`src/rtl/fp_unpack_pipe.sv`:
```
`default_nettype none
// +------------------------------------------------------------------------+
// | fp_unpack_pipe: registered IEEE-754-style field unpacker/classifier      |
// | with valid/ready handshake and optional subnormal pre-normalisation.     |
// | Revision: 1.0                                                            |
// +------------------------------------------------------------------------+
module fp_unpack_pipe #(
  parameter int SIGN_W   = 1,
  parameter int EXPO_W   = 8,
  parameter int MANT_W   = 23,
  parameter int NORM_SUB = 0
) (
  input  logic                          clk,
  input  logic                          rst_n,
  input  logic                          in_valid,
  output logic                          in_ready,
  input  logic [SIGN_W+EXPO_W+MANT_W-1:0] ind,
  output logic                          out_valid,
  input  logic                          out_ready,
  output logic [SIGN_W-1:0]             out_sign,
  output logic [EXPO_W+1:0]             out_expo,
  output logic [MANT_W:0]               out_mant,
  output logic [5:0]                    out_class
);

  localparam int W    = SIGN_W + EXPO_W + MANT_W;
  localparam int XW   = EXPO_W + 2;
  localparam int MW   = MANT_W + 1;
  localparam int LZ_W = $clog2(MANT_W + 1);

  generate
    if (SIGN_W != 1) begin : g_bad_sign
      $error("fp_unpack_pipe: only SIGN_W=1 is supported");
    end
    if (MANT_W >= (1 << EXPO_W)) begin : g_bad_mant
      $error("fp_unpack_pipe: MANT_W must be below 2**EXPO_W");
    end
  endgenerate

  logic [SIGN_W-1:0] f_sign;
  logic [EXPO_W-1:0] f_expo;
  logic [MANT_W-1:0] f_mant;
  logic              e_zero, e_ones, m_zero;

  assign f_sign = ind[W-1 -: SIGN_W];
  assign f_expo = ind[MANT_W +: EXPO_W];
  assign f_mant = ind[MANT_W-1:0];
  assign e_zero = (f_expo == '0);
  assign e_ones = &f_expo;
  assign m_zero = (f_mant == '0);

  // Leading zeros of the mantissa: the highest set bit wins.
  logic [LZ_W-1:0] lz;
  logic [LZ_W-1:0] shamt;
  always_comb begin
    lz = LZ_W'(MANT_W);
    for (int i = 0; i < MANT_W; i++) begin
      if (f_mant[i]) lz = LZ_W'(MANT_W - 1 - i);
    end
  end
  assign shamt = lz + LZ_W'(1);

  logic [XW-1:0] dec_expo;
  logic [MW-1:0] dec_mant;
  logic [5:0]    dec_class;

  always_comb begin
    dec_expo  = {2'b00, f_expo};
    dec_mant  = {1'b1, f_mant};
    dec_class = '0;
    if (e_zero) begin
      if (m_zero) begin
        dec_expo     = '0;
        dec_mant     = '0;
        dec_class[0] = 1'b1;
      end else begin
        dec_class[1] = 1'b1;
        if (NORM_SUB != 0) begin
          // Shift until the hidden-bit position is 1; exponent 1-(L+1) = -L.
          dec_mant = {1'b0, f_mant} << shamt;
          dec_expo = -XW'(lz);
        end else begin
          dec_mant = {1'b0, f_mant};
          dec_expo = XW'(1);
        end
      end
    end else if (e_ones) begin
      if (m_zero)                dec_class[3] = 1'b1;
      else if (f_mant[MANT_W-1]) dec_class[4] = 1'b1;
      else                       dec_class[5] = 1'b1;
    end else begin
      dec_class[2] = 1'b1;
    end
  end

  logic              valid_q, valid_d;
  logic [SIGN_W-1:0] sign_q,  sign_d;
  logic [XW-1:0]     expo_q,  expo_d;
  logic [MW-1:0]     mant_q,  mant_d;
  logic [5:0]        class_q, class_d;
  logic              accept;

  assign in_ready = !valid_q || out_ready;
  assign accept   = in_valid && in_ready;

  always_comb begin
    valid_d = valid_q;
    sign_d  = sign_q;
    expo_d  = expo_q;
    mant_d  = mant_q;
    class_d = class_q;
    if (accept) begin
      valid_d = 1'b1;
      sign_d  = f_sign;
      expo_d  = dec_expo;
      mant_d  = dec_mant;
      class_d = dec_class;
    end else if (out_ready) begin
      valid_d = 1'b0;
    end
  end

  always_ff @(posedge clk or negedge rst_n) begin
    if (!rst_n) begin
      valid_q <= 1'b0;
      sign_q  <= '0;
      expo_q  <= '0;
      mant_q  <= '0;
      class_q <= '0;
    end else begin
      valid_q <= valid_d;
      sign_q  <= sign_d;
      expo_q  <= expo_d;
      mant_q  <= mant_d;
      class_q <= class_d;
    end
  end

  assign out_valid = valid_q;
  assign out_sign  = sign_q;
  assign out_expo  = expo_q;
  assign out_mant  = mant_q;
  assign out_class = class_q;

endmodule
`default_nettype wire

```
`config.mk`:
```
export PLATFORM = sky130hd
export DESIGN_NAME = fp_unpack_pipe
export DESIGN_NICKNAME = d
export VERILOG_FILES = /design/src/rtl/fp_unpack_pipe.sv
export SDC_FILE = /design/constraint.sdc
export NUM_CORES = 1
export LEC_CHECK = 0
export BUFFER_PORTS_ARGS = -buffer_cell sky130_fd_sc_hd__buf_2
export CAP_MARGIN = 5
export CORE_MARGIN = 2
export CORE_UTILIZATION = 45
export CTS_CLUSTER_SIZE = 24
export DETAILED_ROUTE_END_ITERATION = 12
export GPL_ROUTABILITY_DRIVEN = 0
export PLACE_DENSITY = 0.79
export RECOVER_POWER = 50
export SETUP_SLACK_MARGIN = 0.05
export SYNTH_ARGS = -nofsm -noshare
export SYNTH_HDL_FRONTEND = slang
export SYNTH_SLANG_ARGS = --single-unit
export TNS_END_PERCENT = 30
```
`constraint.sdc`:
```
create_clock -name clk -period 1.6 [get_ports clk]
set_clock_uncertainty 0.15 [all_clocks]
set_input_delay 0.24 -clock clk [delete_from_list [all_inputs] [get_ports clk]]
set_output_delay 0.24 -clock clk [all_outputs]
set_load 0.02 [all_outputs]
```
=== Word level (Yosys, flattened, before mapping) ===
Index checks and enable logic that the tools add are counted.

* Register bits after elaboration: 42
* Bits in latches: 0
* RAM bits: 0
* Bits in read-only memories: 0
* Input bits: 36
* Output and inout port bits: 43
* Logic and storage cells: 27
* Memories: 0

* $add $sub $neg: 0
* $mul: 0
* Divide/modulo/power cells: 0
* $lt $le $gt $ge: 0
* Equal/unequal tests: 0
* Shift operators: 0
* Muxes and demuxes: 15
* Bitwise gates (word level): 0
* Reductions and logical operators: 7

{| class="wikitable"
|+ Operators by type and width
! kind !! number
|-
| $mux W24 || 1
|-
| $logic_not A23 Y1 || 1
|-
| $mux W23 || 1
|-
| $logic_not A8 Y1 || 1
|-
| $mux W1 || 8
|-
| $mux W8 || 1
|-
| $reduce_and A8 Y1 || 1
|-
| $mux W2 || 2
|-
| $mux W4 || 1
|-
| $mux W3 || 1
|-
| $reduce_bool A2 Y1 || 1
|-
| $logic_and A1 B1 Y1 || 1
|-
| $logic_not A1 Y1 || 1
|-
| $logic_or A1 B1 Y1 || 1
|}

=== Longest topological paths before layout ===
Gate-level depths: netlist (run 1).

* Word-level depth: 4
* Mapped depth: 5
* Depth with buffers taken out: 4

=== Worst setup path before layout (run 1) ===
Ideal clock, no wire load.

* Kind: register to register
* Start point: reg valid_q (netlist: out_valid)
* End point: reg expo_q[1] (netlist: out_expo[1])
* Library setup time: 125 ps
* Arrival: 1359 ps
* Required time: 1325 ps
* Path slack: -34 ps
* Stages on the path, launching flop included: 5
* Path buffers: 1
* Period minus slack after synthesis: 1634 ps
* Cell sequence: dfrtp_1 -> nand2b_1 -> nand2_1 -> buf_2 -> mux2_2

* Longest elaborated chain between the ends: 3

{| class="wikitable"
|+ RTL lines
! item !! line !! text
|-
| start, declared || 96 || <nowiki>logic valid_q, valid_d;</nowiki>
|-
| start signal, assigned || 131 || <nowiki>valid_q <= valid_d;</nowiki>
|-
| $logic_not A1 Y1 || 103 || <nowiki>assign in_ready = !valid_q || out_ready;</nowiki>
|-
| $logic_or A1 B1 Y1 || 103 ||
|-
| net in_ready || 16 || <nowiki>output logic in_ready,</nowiki>
|-
| $logic_and A1 B1 Y1 || 104 || <nowiki>assign accept = in_valid && in_ready;</nowiki>
|-
| end signal, assigned || 133 || <nowiki>expo_q <= expo_d;</nowiki>
|-
| end, declared || 98 || <nowiki>logic [XW-1:0] expo_q, expo_d;</nowiki>
|}

The timed path passes the listed nets, and every way through them passes these cells.
A chain may end at the register's enable or synchronous reset.

=== Worst setup path after layout (run 1) ===
* Start point: in in_valid
* End point: reg mant_q[9] (netlist: out_mant[9])

* Longest elaborated chain between the ends: 1

{| class="wikitable"
|+ RTL lines
! item !! line !! text
|-
| start, declared || 15 || <nowiki>input logic in_valid,</nowiki>
|-
| $logic_and A1 B1 Y1 || 104 ||
|-
| end signal, assigned || 134 || <nowiki>mant_q <= mant_d;</nowiki>
|-
| end, declared || 99 || <nowiki>logic [MW-1:0] mant_q, mant_d;</nowiki>
|}

Every way passes these cells.

==> results of run 1 <==
[cells in the final DEF, fill, tap and decap left out, types with 3 or more instances in the layout]
cell and instances:
nand2_1 10, nor2_1 3, dfrtp_1 39, dlygate4sd3_1 33
nor4_1 3, clkbuf_1 18, mux2_2 30, buf_2 58
clkbuf_4 5, nand4_1 3
[power groups by stage]
stage	Combinational [mW]	Clock, mW	Sequential [mW]
after floorplan	0.168	0	1.37
after global placement	0.553	0	1.21
after detailed placement	0.566	0	1.22
after CTS	0.628	0.547	1.19
after global routing	0.655	0.603	1.21
final	0.618	0.534	1.20
[state kept, by name (all words and copies together) (netlist names)]
| signal | cells |
|---|---|
| out_sign | 1 |
| out_expo | 8 |
| out_mant | 24 |
| out_valid | 1 |
| out_class | 6 |
[metal layers]
layer	share of wire (%)	GRT usage, %	up-vias
met5	0	0	-
met3	5.5	6.16	10
met4	1.7	8.70	0
met1	43	26.1	667
li1	-	-	644
met2	50	36.2	49
[worst max-delay path, stage by stage]
cell           delay (ns)
dlygate4sd3_1        0.53
buf_2                0.13
nand2_1              0.10
buf_12               0.24
mux2_2               0.37
[cells by family after synthesis]
logic type,after synthesis,share of synthesized area [%]
simple gates,31,10.7
other cells,1,0.232
flops,40,62.0
compound gates,8,3.95
buf+inv,6,2.17
mux,30,20.9
[cell type report]
type,instances,share of cell area (%)
timing repair buffer,112,30.0
sequential,40,40.8
clock inverter,2,0.408
clock buffer,6,2.09
multi-input combinational,71,24.4
tap,46,2.34
[worst paths after layout]
check	start	end	slack (ns)	cells past startpoint
setup / recovery	in_valid	out_mant[9]	0.06	5
hold / removal	ind[22]	out_class[4]	0.04	2
setup reg to reg	out_valid	out_class[4]	0.11	5
hold reg to reg	out_sign	out_sign	0.35	2
max in group asynchronous	rst_n	out_valid	0.20	3
min in group asynchronous	rst_n	out_expo[5]	0.41	2
[repair_timing]
item,CTS,global route
resized for setup,0,3
hold buffers,33,0
endpoints found under the setup margin,0,5
hold endpoints to repair,72,0
==> flow_metrics.env, run 1 <==
export IMPL_cts_buffers=5
export IMPL_finalNonFillerCells=277
export IMPL_clkPwrFrac_pct=22.7
export IMPL_synthTopCellsByArea="dfrtp_1, mux2_2, nand2_1"
export IMPL_antenna_found_initial=0
export IMPL_crit_required_ns=1.67
export IMPL_whs_ns=0.0398
export IMPL_post_route_drc_count=0
export IMPL_syn_avg_cell_area_um2=13.9
export IMPL_ios=79
export IMPL_crit_fanout=40
export IMPL_fin_crit_sh_pct=96.2
export IMPL_clockBufferDepth=2
export IMPL_cp_arrival_ns=1.61
export IMPL_synth_edff_count=0
export IMPL_grt_overflow=0
export IMPL_cts_htree_levels=2
export IMPL_route_vias_total=1370
export IMPL_setup_violations=0
export IMPL_grt_max_degree=41
export IMPL_period_needed_ns=1.54
export IMPL_status="finished clean"
export IMPL_multi_input_area_um2=598
export IMPL_maxSlewViolCount=0
export IMPL_synth_top_area_share_pct=62.0
export IMPL_yosys_top_cells_count="dfrtp_1, mux2_2, nand2_1"
export IMPL_initial_core_util_pct=47.6
export IMPL_avgViaCountPerCell=4.95
export IMPL_power_density_nw_per_um2=958
export IMPL_final_net_count=266
export IMPL_grt_use_total_pct=21.6
export IMPL_insertion_delay_ns=0.33
export IMPL_fmax_mhz=649
export IMPL_grt_pass1_wl_mm=6.69
export IMPL_yosysUniqueCellTypes=21
export IMPL_ys_flop_type="dfrtp_1"
export IMPL_internal_power_mw=1.62
export IMPL_dp_cells=236
export IMPL_diodes=0
export IMPL_ys_ff_latch=40
export IMPL_hp_class="input port to flip-flop"
export IMPL_drt_iter0_markers=47
export IMPL_crit_path_end_kind="flip-flop"
export IMPL_layout_setup_ws_ns=0.0601
export IMPL_drt_pass1_iter_count=4
export IMPL_utilization_pct=72.4
export IMPL_drv_cap=0
export IMPL_power_total_mw=2.35
export IMPL_cts_root_buffer="clkbuf_4"
export IMPL_yosysSeqAreaShare_pct=62.0
export IMPL_hpwl_mm=2.74
export IMPL_rsz0062_at_grt="true"
export IMPL_synth_most_common_cell="dfrtp_1"
export IMPL_die_h_um=63.9
export IMPL_power_switching_mw=0.736
export IMPL_swShare_pct=31.3
export IMPL_p_leak_nw=1.12
export IMPL_cts_tree="done"
export IMPL_syn_area_um2=1610
export IMPL_final_fill_count=230
export IMPL_std_cell_rows=21
export IMPL_syn2layout_area_growth_pct=52.1
export IMPL_sequentialPowerShare_pct=51.0
export IMPL_place_port_buffers=76
export IMPL_clock_sinks=40
export IMPL_ant_nets=0
export IMPL_yosys_area_top_type="dfrtp_1"
export IMPL_hold_viol=0
export IMPL_dieArea_um2=4080
export IMPL_die_w_um=63.9
export IMPL_cts_clk_slew_worst_paths_ns=0.12
export IMPL_place_area_um2=2070
export IMPL_coreArea_um2=3390
export IMPL_combinationalPowerShare_pct=26.3
export IMPL_cts_setup_buffers=0
export IMPL_wl_mm=4.18
export IMPL_drive_above_1_share_pct=47.2
export IMPL_ir_drop_mv=0.665
export IMPL_place_ws_ns=0.0476
export IMPL_netlist_instances=116
export IMPL_worst_pin_slew_ns=1.02
export IMPL_final_area_um2=2450
export IMPL_fin_tns_setup_ns=0
export IMPL_startpoint_type="input port"
export IMPL_grt_pass1_vias=1425
export IMPL_worstSetupPathType="input port to flip-flop"
export IMPL_synthArstFlopShare_pct=100
export IMPL_yosys_warnings=0
export IMPL_regArea_um2=1000
export IMPL_wl_per_cell_um=15.1
export IMPL_relSlewSlack_pct=32.3
Note: power is estimated with default switching activity, not from simulation.
==> run 2: changes to the inputs <==
--- a/config.mk
+++ b/config.mk
@@ -12,6 +12,7 @@
 export CTS_CLUSTER_SIZE = 24
 export DETAILED_ROUTE_END_ITERATION = 12
 export GPL_ROUTABILITY_DRIVEN = 0
+export MAX_ROUTING_LAYER = met4
 export PLACE_DENSITY = 0.79
 export RECOVER_POWER = 50
 export SETUP_SLACK_MARGIN = 0.05
==> flow_metrics.env, run 2 (synthesized netlist as in run 1, its figures left out) <==
export IMPL_dieArea_um2=4080
export IMPL_crit_required_ns=1.68
export IMPL_insertion_delay_ns=0.34
export IMPL_std_cell_rows=21
export IMPL_coreArea_um2=3390
export IMPL_drv_cap=0
export IMPL_relSlewSlack_pct=33.0
export IMPL_p_leak_nw=1.12
export IMPL_whs_ns=0.0372
export IMPL_cts_clk_slew_worst_paths_ns=0.12
export IMPL_final_area_um2=2450
export IMPL_cts_root_buffer="clkbuf_4"
export IMPL_rsz0062_at_grt="true"
export IMPL_post_route_drc_count=0
export IMPL_wl_mm=4.17
export IMPL_fmax_mhz=649
export IMPL_diodes=0
export IMPL_place_port_buffers=76
export IMPL_ios=79
export IMPL_final_fill_count=230
export IMPL_avgViaCountPerCell=4.98
export IMPL_worstSetupPathType="input port to flip-flop"
export IMPL_finalNonFillerCells=277
export IMPL_die_h_um=63.9
export IMPL_crit_path_end_kind="flip-flop"
export IMPL_cp_arrival_ns=1.62
export IMPL_power_density_nw_per_um2=959
export IMPL_final_cell_mix="buf_2, dfrtp_1, dlygate4sd3_1"
export IMPL_r2r_start="out_valid"
export IMPL_route_vias_total=1379
export IMPL_fin_crit_sh_pct=96.3
export IMPL_antenna_found_initial=0
export IMPL_grt_use_total_pct=22.2
export IMPL_dp_cells=236
export IMPL_maxSlewViolCount=0
export IMPL_hpwl_mm=2.74
export IMPL_place_area_um2=2070
export IMPL_clockBufferDepth=2
export IMPL_startpoint_type="input port"
export IMPL_syn2layout_area_growth_pct=52.1
export IMPL_place_ws_ns=0.0476
export IMPL_cts_buffers=5
export IMPL_crit_path_start="in_valid"
export IMPL_ir_drop_mv=0.662
export IMPL_grt_pass1_wl_mm=6.68
export IMPL_wl_per_cell_um=15.1
export IMPL_worst_pin_slew_ns=1.01
export IMPL_hold_viol=0
export IMPL_largest_reg_flops=24
export IMPL_setup_violations=0
export IMPL_grt_pass1_vias=1425
export IMPL_power_total_mw=2.35
export IMPL_crit_fanout=40
export IMPL_drt_pass1_iter_count=4
export IMPL_layout_setup_ws_ns=0.0597
export IMPL_min_from="ind[22]"
export IMPL_die_w_um=63.9
export IMPL_grt_max_degree=41
export IMPL_initial_core_util_pct=47.6
export IMPL_grt_overflow=0
export IMPL_period_needed_ns=1.54
export IMPL_ant_nets=0
export IMPL_drt_iter0_markers=51
export IMPL_drive_above_1_share_pct=47.2
export IMPL_hp_class="input port to flip-flop"
export IMPL_utilization_pct=72.4
export IMPL_final_net_count=266
export IMPL_fin_tns_setup_ns=0
export IMPL_cts_tree="done"
export IMPL_cts_setup_buffers=0
export IMPL_cts_htree_levels=2
export IMPL_final_common_cell="buf_2"
export IMPL_status="finished clean"
export IMPL_clock_sinks=40
-- run 2: worst paths after layout --
check,slack [ns],end,depth (start not counted)
max in group asynchronous,0.21,out_valid,3
min reg2reg,0.35,out_sign,2
max reg2reg,0.10,out_class[4],5
min,0.04,out_class[4],2
max,0.06,out_mant[9],5
min in group asynchronous,0.41,out_expo[5],2
-- run 2: timing repair --
action,CTS,global route
gates resized for setup,0,3
endpoints found under the hold margin,72,0
hold buffers,33,0
endpoints found under the setup margin,0,5
-- run 2: power breakdown --
part | switching (mW) | total [mW] | internal, mW
Combinational | 0.345 | 0.616 | 0.272
Sequential | 0.0676 | 1.20 | 1.13
Clock | 0.328 | 0.537 | 0.209
-- run 2: layout make-up --
type	instances	area [um^2]	area share, %
Clock buffer	6	51.3	2.09
Clock inverter	2	10.0	0.408
Multi-Input combinational cell	71	598	24.4
Sequential cell	40	1000	40.8
Tap cell	46	57.6	2.34
Timing Repair Buffer	112	736	30.0
-- run 2: routing by layer --
metal,share of wire (%),GRT usage (%)
met1,42,25.8
met2,51,36.5
met3,5.2,6.16
met4,1.7,8.70
met5,0,-
-- run 2: critical path: stages --
cell,delay [ns]
dlygate4sd3_1,0.53
buf_2,0.13
nand2_1,0.10
buf_12,0.23
mux2_2,0.37
